<file path="src/rtl/mdu_iter.sv">
// ============================================================================
// mdu_iter : iterative RV32M multiply/divide unit (shift-add / restoring div)
// Rev 1.0  : initial release
// ============================================================================
`default_nettype none

module mdu_iter #(
  parameter int DATA_W = 32,
  parameter int BPC    = 1
) (
  input  logic              clk,
  input  logic              reset,
  input  logic              flush,
  input  logic              start,
  input  logic [2:0]        funct3,
  input  logic [DATA_W-1:0] op_a,
  input  logic [DATA_W-1:0] op_b,
  input  logic [4:0]        rd_in,
  output logic              stall_req,
  output logic              busy,
  output logic              done,
  output logic [DATA_W-1:0] result,
  output logic [4:0]        rd_out
);

  localparam int N  = DATA_W / BPC;
  localparam int CW = $clog2(N) + 1;

  localparam logic [1:0] S_IDLE = 2'd0;
  localparam logic [1:0] S_CALC = 2'd1;
  localparam logic [1:0] S_FIX  = 2'd2;
  localparam logic [1:0] S_DONE = 2'd3;

  localparam logic [DATA_W-1:0] c_min_neg = {1'b1, {(DATA_W-1){1'b0}}};
  localparam logic [DATA_W-1:0] c_ones    = {DATA_W{1'b1}};

  logic [1:0]        r_state;
  logic [CW-1:0]     r_count;
  logic [2:0]        r_f3;
  logic              r_neg_a;
  logic              r_neg_b;
  logic [DATA_W-1:0] r_op;
  logic [DATA_W-1:0] r_hi;
  logic [DATA_W-1:0] r_lo;
  logic [4:0]        r_tag;
  logic [DATA_W-1:0] r_result;
  logic [4:0]        r_rd_out;
  logic              r_done;

  // Operand decode while IDLE
  logic              w_is_div;
  logic              w_sgn_a;
  logic              w_sgn_b;
  logic              w_neg_a;
  logic              w_neg_b;
  logic [DATA_W-1:0] w_abs_a;
  logic [DATA_W-1:0] w_abs_b;
  logic              w_div0;
  logic              w_ovf;
  logic [DATA_W-1:0] w_fast_res;

  always_comb begin
    w_is_div = funct3[2];
    w_sgn_a  = (funct3 == 3'b000) || (funct3 == 3'b001) || (funct3 == 3'b010) ||
               (funct3 == 3'b100) || (funct3 == 3'b110);
    w_sgn_b  = (funct3 == 3'b000) || (funct3 == 3'b001) ||
               (funct3 == 3'b100) || (funct3 == 3'b110);
    w_neg_a  = w_sgn_a & op_a[DATA_W-1];
    w_neg_b  = w_sgn_b & op_b[DATA_W-1];
    w_abs_a  = w_neg_a ? -op_a : op_a;
    w_abs_b  = w_neg_b ? -op_b : op_b;
    w_div0   = w_is_div && (op_b == '0);
    w_ovf    = w_is_div && !funct3[0] && (op_a == c_min_neg) && (op_b == c_ones);
    if (w_div0)
      w_fast_res = funct3[1] ? op_a : c_ones;
    else
      w_fast_res = funct3[1] ? '0 : op_a;
  end

  // One compute edge retires BPC bits; hi/lo double as product or remainder/quotient
  logic [DATA_W-1:0] w_hi_nx;
  logic [DATA_W-1:0] w_lo_nx;
  logic [DATA_W:0]   w_sum;
  logic [DATA_W:0]   w_sh;
  logic              w_ge;

  always_comb begin
    w_hi_nx = r_hi;
    w_lo_nx = r_lo;
    w_sum   = '0;
    w_sh    = '0;
    w_ge    = 1'b0;
    for (int k = 0; k < BPC; k++) begin
      if (r_f3[2]) begin
        w_sh    = {w_hi_nx, w_lo_nx[DATA_W-1]};
        w_ge    = (w_sh >= {1'b0, r_op});
        if (w_ge)
          w_sh = w_sh - {1'b0, r_op};
        w_hi_nx = w_sh[DATA_W-1:0];
        w_lo_nx = {w_lo_nx[DATA_W-2:0], w_ge};
      end else begin
        w_sum   = {1'b0, w_hi_nx} + (w_lo_nx[0] ? {1'b0, r_op} : {(DATA_W+1){1'b0}});
        w_lo_nx = {w_sum[0], w_lo_nx[DATA_W-1:1]};
        w_hi_nx = w_sum[DATA_W:1];
      end
    end
  end

  // Sign correction and result selection
  logic [2*DATA_W-1:0] w_prod;
  logic [DATA_W-1:0]   w_fix_res;

  always_comb begin
    w_prod = {r_hi, r_lo};
    if (r_neg_a ^ r_neg_b)
      w_prod = -w_prod;
    if (!r_f3[2])
      w_fix_res = (r_f3[1:0] == 2'b00) ? w_prod[DATA_W-1:0] : w_prod[2*DATA_W-1:DATA_W];
    else if (!r_f3[1])
      w_fix_res = (r_neg_a ^ r_neg_b) ? -r_lo : r_lo;
    else
      w_fix_res = r_neg_a ? -r_hi : r_hi;
  end

  always_ff @(posedge clk) begin
    if (reset) begin
      r_state  <= S_IDLE;
      r_count  <= '0;
      r_f3     <= '0;
      r_neg_a  <= 1'b0;
      r_neg_b  <= 1'b0;
      r_op     <= '0;
      r_hi     <= '0;
      r_lo     <= '0;
      r_tag    <= '0;
      r_result <= '0;
      r_rd_out <= '0;
      r_done   <= 1'b0;
    end else if (flush) begin
      r_state <= S_IDLE;
      r_done  <= 1'b0;
    end else begin
      r_done <= 1'b0;
      case (r_state)
        S_IDLE: begin
          if (start) begin
            r_f3    <= funct3;
            r_neg_a <= w_neg_a;
            r_neg_b <= w_neg_b;
            r_tag   <= rd_in;
            r_count <= '0;
            r_hi    <= '0;
            if (w_div0 || w_ovf) begin
              r_result <= w_fast_res;
              r_rd_out <= rd_in;
              r_state  <= S_DONE;
            end else begin
              r_op    <= w_is_div ? w_abs_b : w_abs_a;
              r_lo    <= w_is_div ? w_abs_a : w_abs_b;
              r_state <= S_CALC;
            end
          end
        end
        S_CALC: begin
          r_hi    <= w_hi_nx;
          r_lo    <= w_lo_nx;
          r_count <= r_count + 1'b1;
          if (r_count == CW'(N-1))
            r_state <= S_FIX;
        end
        S_FIX: begin
          r_result <= w_fix_res;
          r_rd_out <= r_tag;
          r_state  <= S_DONE;
        end
        S_DONE: begin
          r_done  <= 1'b1;
          r_state <= S_IDLE;
        end
        default: r_state <= S_IDLE;
      endcase
    end
  end

  assign busy      = (r_state == S_CALC) || (r_state == S_FIX);
  assign stall_req = !reset && (((r_state == S_IDLE) && start && !flush) || busy);
  assign done      = r_done;
  assign result    = r_result;
  assign rd_out    = r_rd_out;

endmodule

`default_nettype wire

</file>
<file path="config.mk">
export PLATFORM = sky130hd
export DESIGN_NAME = mdu_iter
export DESIGN_NICKNAME = d
export VERILOG_FILES = /design/src/rtl/mdu_iter.sv
export SDC_FILE = /design/constraint.sdc
export NUM_CORES = 1
export LEC_CHECK = 0
export CORE_MARGIN = 5
export CORE_UTILIZATION = 55
export DETAILED_ROUTE_END_ITERATION = 8
export GPL_TIMING_DRIVEN = 1
export PLACE_DENSITY = 0.76
export SKIP_CTS_REPAIR_TIMING = 1
export SYNTH_ARGS = -nofsm -noshare
export SYNTH_HDL_FRONTEND = slang
export SYNTH_SLANG_ARGS = --single-unit
</file>
<file path="constraint.sdc">
create_clock -name clk -period 5.05 [get_ports clk]
set_clock_uncertainty 0.15 [all_clocks]
set_input_delay 1.01 -clock clk [delete_from_list [all_inputs] [get_ports clk]]
set_output_delay 1.01 -clock clk [all_outputs]
set_load 0.02 [all_outputs]
</file>
==> out/qor.csv, run 1 <==
stage;metric;value;unit
timing;slew_viol_final;0;
global_routing;antenna_found_initial;0;
worst_setup_path;slowest_delay;0.59;ns
floorplan;core;27900;um^2
yosys;synth.most_common_cell;nor2_1;
cts;h-tree-depth;4;
routing;vias;17600;
yosys;netlist_area;15600;um^2
worst_setup_path;path_buf_inv;1;
outcome;status;finished clean;
yosys;synth_cells;2238;
pwr;irDropWorstVdd;0.217;mV
pwr;internal_power;2510;uW
floorplan;start_util;55.9;%
final_layout;nFillCells;2605;
timing;worst_pin_slew;1.18;ns
worst_setup_path;slowest_stage;or4_4;
worst_setup_path;path_class;input port to register;
timing;fmax;0.223;GHz
timing;period_share;88.9;%
hold_path;min_from;r_op[16];
routing;drc_errors;0;
global_routing;grt_pass1_wl;89300;um
yosys;synthArstFlopShare;0;%
floorplan;rows;61;
yosys;yosys_warnings;0;
cts;clk_pin_slew;0.08;ns
pwr;power_frac_comb;33.3;%
cts;cts_root_buf;clkbuf_16;
timing;rsz0062_at_grt;no;
final_layout;area_growth;12.8;%
worst_setup_path;cp.arrival;4.65;ns
place;post-dp-hpwl;44800;um
floorplan;dieWidth;179;um
pwr;p_sw;1610;uW
place;gp_congestion;0.997;
pwr;p_per_area;234;nW/um^2
worst_setup_path;cp-start-kind;input port;
timing;setup_tns;0;ns
worst_setup_path;crit_path_max_fanout;18;
worst_setup_path;r2r.worst_path.cells;13;
yosys;synth_cell_types;82;
yosys;synth_ff_type;dfxtp_1;
global_routing;gr-usage-all-layers;35.7;%
timing;hold_viol_final;0;
place;numPortBuffers;115;
cts;numClockSinks;152;
final_layout;multi_input_area;11700;um^2
yosys;ys_top_cells_by_area;dfxtp_1 (19%), nor2_1 (6.6%), nand2_1 (6.0%), ha_1 (5.9%), a21oi_1 (5.7%);
routing;drt-pass1-iter-count;9;
worst_setup_path;timing.rr.end;r_hi[25];
final_layout;nets;2403;
timing;hold-worst-slack;0.305;ns
global_routing;grt_pass1_vias;15700;
timing;setup_viol;0;
global_routing;overflow;0;
hold_path;hold_end;r_op[16];
worst_setup_path;critPathTopFamily;simple AND/OR/NAND/NOR gates;
timing;fin_crit;4.49;ns
floorplan;die_y;179;um
timing;relSlewSlack;20.9;%
cts;clockBufferDepth;2;
final_layout;drive_above_1_share;6.40;%
routing;routedWlPerCell;22.3;um
yosys;synth.avg_cell_area;6.98;um^2
yosys;yosys-top-cells-count;nor2_1 (274), nand2_1 (251), a21oi_1 (179);
hold_path;hold-path-cell-count;2;
final_layout;diodes;0;
floorplan;io_pins;116;
cts;clock_latency;0.45;ns
pwr;netSwitchingFraction;39.0;%
yosys;synth.ff_latch_count;152;
worst_setup_path;cp_common_cell;or4_4;
routing;routed_wl;58900;um
yosys;synth_edf_count;0;
cts;cts-buffers-inserted;17;
worst_setup_path;rrSetupSlack;0.79;ns
final_layout;seqCellArea;3040;um^2
routing;drt-vias-per-instance;6.68;
yosys;synthesis.nets;2390;
yosys;yosysTopAreaCell;dfxtp_1;
run;drv_cap;0;
pwr;p_leak;0.00669;uW
worst_setup_path;cp_cell_sequence;clkdlybuf4s50_1, or4_4, or4b_4, or4_4, o21bai_4, a31oi_1, or2_1, a311oi_1, nor3_1;
worst_setup_path;endpoint_kind;register;
yosys;synth_top_area_share;19.5;%
worst_setup_path;worstPathRequired;5.21;ns
yosys;seq_area_frac_synth;19.5;%
worst_setup_path;r2r-start;r_lo[0];
final_layout;utilization;63.1;%
pwr;seqPwrFrac;32.5;%
global_routing;grt_max_degree;70;
routing;drt_iter0_markers;2450;
pwr;pwr-share-clk;34.3;%
routing;route.antenna.remaining_nets;0;
hold_path;min-delay-path-class;register to register;
floorplan;die_area;31900;um^2
cts;cts_tree;yes;
## placed cells by master (no fill, tap or decap), drive strengths merged, types with 16 or more instances in the layout
cell           instances
nand4                 25
or3                   28
nand3                 33
nor2                 274
nor3                  73
o211ai                29
dfxtp                152
nand2b                20
ha                    74
clkdlybuf4s50        113
mux2                  23
a211oi                92
buf                   54
a31oi                 16
nor4                  25
inv                   85
o21ai                144
xnor2                100
mux2i                 38
a21oi                179
xor2                  85
a22oi                 17
clkbuf                17
nand2                251
o31ai                 40
a21o                  35
## power by group through the flow
stage / logic (uW) / clock network (uW) / registers [uW]
global placement: 1300 / 0 / 1360
detailed placement: 1320 / 0 / 1360
CTS: 1330 / 1400 / 1330
finish: 1370 / 1410 / 1340
floorplan: 908 / 0 / 1320
global route: 1470 / 1450 / 1340
## final cells by class
| class | count | share of cell area (%) |
|---|---|---|
| flip-flops and latches | 152 | 17.3 |
| clock inverters | 15 | 1.14 |
| well taps | 378 | 2.68 |
| multi-input cells | 1836 | 66.1 |
| repair buffers | 167 | 8.77 |
| clock buffers | 17 | 2.41 |
| inverters | 77 | 1.64 |
## cell families after synthesis
group	share of synthesized area [%]
AND/OR/NAND/NOR	23.9
AO/OA/AOI/OAI	29.7
multiplexers	4.09
flip-flops	19.5
buffers and inverters	6.32
adder cells (fa/ha/maj)	6.18
XOR/XNOR	10.4
## through the flow
stage	setup slack [ns]	cells	instance area [um^2]	total power [uW]
3_3_place_gp	0.211	2610	17000	2660
3_5_place_dp	0.143	2610	17000	2680
4_1_cts	0.602	2642	17600	4060
2_1_floorplan	1.21	2238	15600	2230
6_report	0.558	2642	17600	4120
5_1_grt	0.416	2642	17600	4260
## state kept, by name (all words and copies together) (netlist names)
register / cells
r_hi: 32
r_lo: 32
r_op: 32
result: 32
r_count: 6
r_tag: 5
rd_out: 5
r_f3: 3
r_state: 2
done: 1
r_neg_a: 1
r_neg_b: 1
## worst min-delay path, cell delays in order, from the launching register on
cell and delay [ns]:
dfxtp_1 0.31, nand2_1 0.05, a21oi_1 0.05
## worst max-delay path by stage
| stage | to | slack [ns] | start | cells after the start |
|---|---|---|---|---|
| 2_1_floorplan | result[5] | 1.21 | op_a[16] | 10 |
| 3_3_place_gp | result[13] | 0.21 | op_a[16] | 9 |
| 3_5_place_dp | result[21] | 0.14 | op_a[16] | 9 |
| 4_1_cts | result[1] | 0.60 | op_a[16] | 9 |
| 5_1_grt | result[25] | 0.42 | op_a[16] | 9 |
| 6_report | result[21] | 0.56 | op_a[16] | 9 |
## layer usage
| layer | routed length [um] | up-vias | GRT usage [%] |
|---|---|---|---|
| li1 | - | 8157 | - |
| met1 | 24700 | 8221 | 50.6 |
| met2 | 24600 | 1075 | 52.2 |
| met3 | 6460 | 192 | 6.51 |
| met4 | 3120 | 0 | 17.0 |
| met5 | 0 | - | 0 |
Power figures use the tool's default switching activity.
==> inputs of run 2 (changes only) <==
--- a/config.mk
+++ b/config.mk
@@ -7,9 +7,10 @@
 export LEC_CHECK = 0
 export CORE_MARGIN = 5
 export CORE_UTILIZATION = 55
+export CTS_CLUSTER_SIZE = 16
 export DETAILED_ROUTE_END_ITERATION = 8
 export GPL_TIMING_DRIVEN = 1
-export PLACE_DENSITY = 0.76
+export PLACE_DENSITY = 0.77
 export SKIP_CTS_REPAIR_TIMING = 1
 export SYNTH_ARGS = -nofsm -noshare
 export SYNTH_HDL_FRONTEND = slang
==> run 2 against run 1 <==
Compared with the run above: sequential share of layout area about the same; global-route usage up 0.61 points; clock-buffer cell count up 3; critical path depth unchanged; clock power down 9.9%; core utilization down 0.18 points; largest power group is now combinational cells; fmax down 1.7%; final cell count about the same; total power down 3.3%; via count down 0.68%; wire length up 2.2%.
==> out/qor.csv, run 2 (synthesis gave the netlist of run 1 again) <==
stage;metric;value;unit;change
worst_setup_path;cp_cell_sequence;clkdlybuf4s50_1, or4_4, or4b_4, or4_4, o21bai_4, a31oi_1, or2_1, a311oi_1, nor3_1;;
floorplan;io_pins;116;;unchanged
routing;vias;17500;;-0.68%
routing;drt-vias-per-instance;6.63;;-0.72%
place;post-dp-hpwl;45900;um;+2.5%
floorplan;die_y;179;um;unchanged
worst_setup_path;endpoint_kind;register;;
worst_setup_path;slowest_stage;or4_4;;
timing;slew_viol_final;0;;unchanged
timing;final.setup.worst_slack;0.479;ns;-0.0792 ns
floorplan;rows;61;;unchanged
run;drv_cap;0;;unchanged
worst_setup_path;slowest_delay;0.59;ns;about the same
worst_setup_path;cp.arrival;4.72;ns;+0.07 ns
final_layout;diodes;0;;unchanged
pwr;p_leak;0.00666;uW;-0.42%
global_routing;grt_max_degree;71;;+1.4%
floorplan;start_util;55.9;%;unchanged
cts;cts-buffers-inserted;17;;unchanged
final_layout;drive_above_1_share;6.36;%;-0.047 points
global_routing;grt_pass1_wl;90700;um;+1.5%
timing;fmax;0.219;GHz;-1.7%
global_routing;gr-usage-all-layers;36.3;%;+0.61 points
worst_setup_path;cp_common_cell;or4_4;;
final_layout;multi_input_area;11700;um^2;unchanged
floorplan;core;27900;um^2;unchanged
worst_setup_path;critPathTopFamily;simple AND/OR/NAND/NOR gates;;
final_layout;nets;2404;;+0.042%
cts;clock_latency;0.44;ns;about the same
routing;route.antenna.remaining_nets;0;;unchanged
place;numPortBuffers;115;;unchanged
timing;setup_viol;0;;unchanged
worst_setup_path;path_class;input port to register;;
routing;routed_wl;60200;um;+2.2%
final_layout;area_growth;12.5;%;
global_routing;grt_pass1_vias;15800;;+0.51%
routing;drc_errors;0;;unchanged
final_layout;seqCellArea;3040;um^2;unchanged
floorplan;die_area;31900;um^2;unchanged
timing;hold-worst-slack;0.306;ns;+0.00131 ns
global_routing;overflow;0;;unchanged
timing;relSlewSlack;23.4;%;+2.5 points
hold_path;min-delay-path-class;register to register;;
worst_setup_path;cp-start-kind;input port;;
hold_path;hold-path-cell-count;2;;unchanged
timing;setup_tns;0;ns;unchanged
pwr;irDropWorstVdd;0.225;mV;+4.0%
pwr;p_per_area;227;nW/um^2;-3.0%
cts;cts_tree;yes;;
cts;clk_pin_slew;0.07;ns;about the same
final_layout;final_common_cell;nor2_1;;
final_layout;stdcell_count;2643;;+0.038%
final_layout;final_cell_mix;nor2_1 (272), nand2_1 (251), a21oi_1 (177);;
place;gp_congestion;0.989;;-0.85%
pwr;p_total;3990;uW;-3.3%
global_routing;antenna_found_initial;0;;unchanged
floorplan;dieWidth;179;um;unchanged
final_layout;nFillCells;2603;;-0.077%
timing;period_share;90.5;%;+1.6 points
worst_setup_path;r2r-start;r_hi[1];;
worst_setup_path;critical_path.startpoint;op_a[16];;
routing;drt_iter0_markers;2566;;+4.7%
worst_setup_path;path_buf_inv;1;;unchanged
hold_path;hold_end;r_op[7];;
hold_path;min_from;r_op[7];;
outcome;status;finished clean;;
timing;hold_viol_final;0;;unchanged
worst_setup_path;timing.rr.end;result[22];;
timing;worst_pin_slew;1.15;ns;-0.0334 ns
worst_setup_path;crit_path_max_fanout;18;;unchanged
cts;numClockSinks;152;;unchanged
routing;drt-pass1-iter-count;8;;-1
place;place_inst;2611;;+0.038%
cts;clockBufferDepth;2;;unchanged
cts;cts_root_buf;clkbuf_16;;
timing;fin_crit;4.57;ns;+0.0792 ns
cts;h-tree-depth;4;;unchanged
timing;rsz0062_at_grt;no;;
worst_setup_path;worstPathRequired;5.20;ns;about the same
worst_setup_path;r2r.worst_path.cells;11;;-2
worst_setup_path;rrSetupSlack;0.80;ns;about the same
place;place_ws;0.100;ns;-0.0430 ns
routing;routedWlPerCell;22.8;um;+2.2%
-- run 2: cell types whose count changed in the layout (fill, tap and decap cells not counted), sizes merged --
cell | previous run | this run
bufinv | 2 | 0
clkinv | 5 | 4
inv | 85 | 83
clkinvlp | 0 | 2
clkbuf | 17 | 20
buf | 54 | 55
-- run 2: worst register-to-register path, cell delays in order, from the launching register on --
cell and delay, ns:
dfxtp_1 0.45, inv_1 0.34, ha_1 0.26, nor3b_1 0.58, nand4_1 0.63, nor3_1 0.53
nand2b_1 0.18, xnor2_1 0.11, o21ai_0 0.11, a221oi_1 0.52, o21ai_0 0.18, a21oi_1 0.14
-- run 2: per-layer routing --
layer / GRT usage, % / vias up / part of all wire (%)
met3: 7.16 / 159 / 11
met4: 13.8 / 0 / 4.0
met2: 54.2 / 934 / 43
met5: 0 / - / 0
met1: 51.7 / 8294 / 43
li1: - / 8138 / -
-- run 2: worst max path at each step --
stage | endpoint | slack [ns] | depth (start not counted)
6_report | result[11] | 0.48 | 9
5_1_grt | result[11] | 0.41 | 9
4_1_cts | result[25] | 0.56 | 9
3_5_place_dp | result[13] | 0.10 | 9
3_3_place_gp | result[25] | 0.22 | 9
2_1_floorplan | result[5] | 1.21 | 10
-- run 2: power breakdown --
part	switching [uW]	internal, uW	total (uW)
Combinational	871	502	1370
Clock	609	661	1270
Sequential	90.2	1250	1340
Total	1570	2420	3990
-- run 2: cell type report --
type	instances	share of cell area [%]
multi-input combinational	1836	66.3
timing repair buffer	168	8.91
clock buffer	20	2.54
clock inverter	12	0.619
inverter	77	1.64
tap	378	2.69
sequential	152	17.3
-- run 2: through the flow --
stage / util, % / instance area (um^2)
2_1_floorplan: - / 15600
3_3_place_gp: 60.9 / 17000
3_5_place_dp: 60.9 / 17000
4_1_cts: 62.9 / 17600
5_1_grt: 62.9 / 17600
6_report: 62.9 / 17600
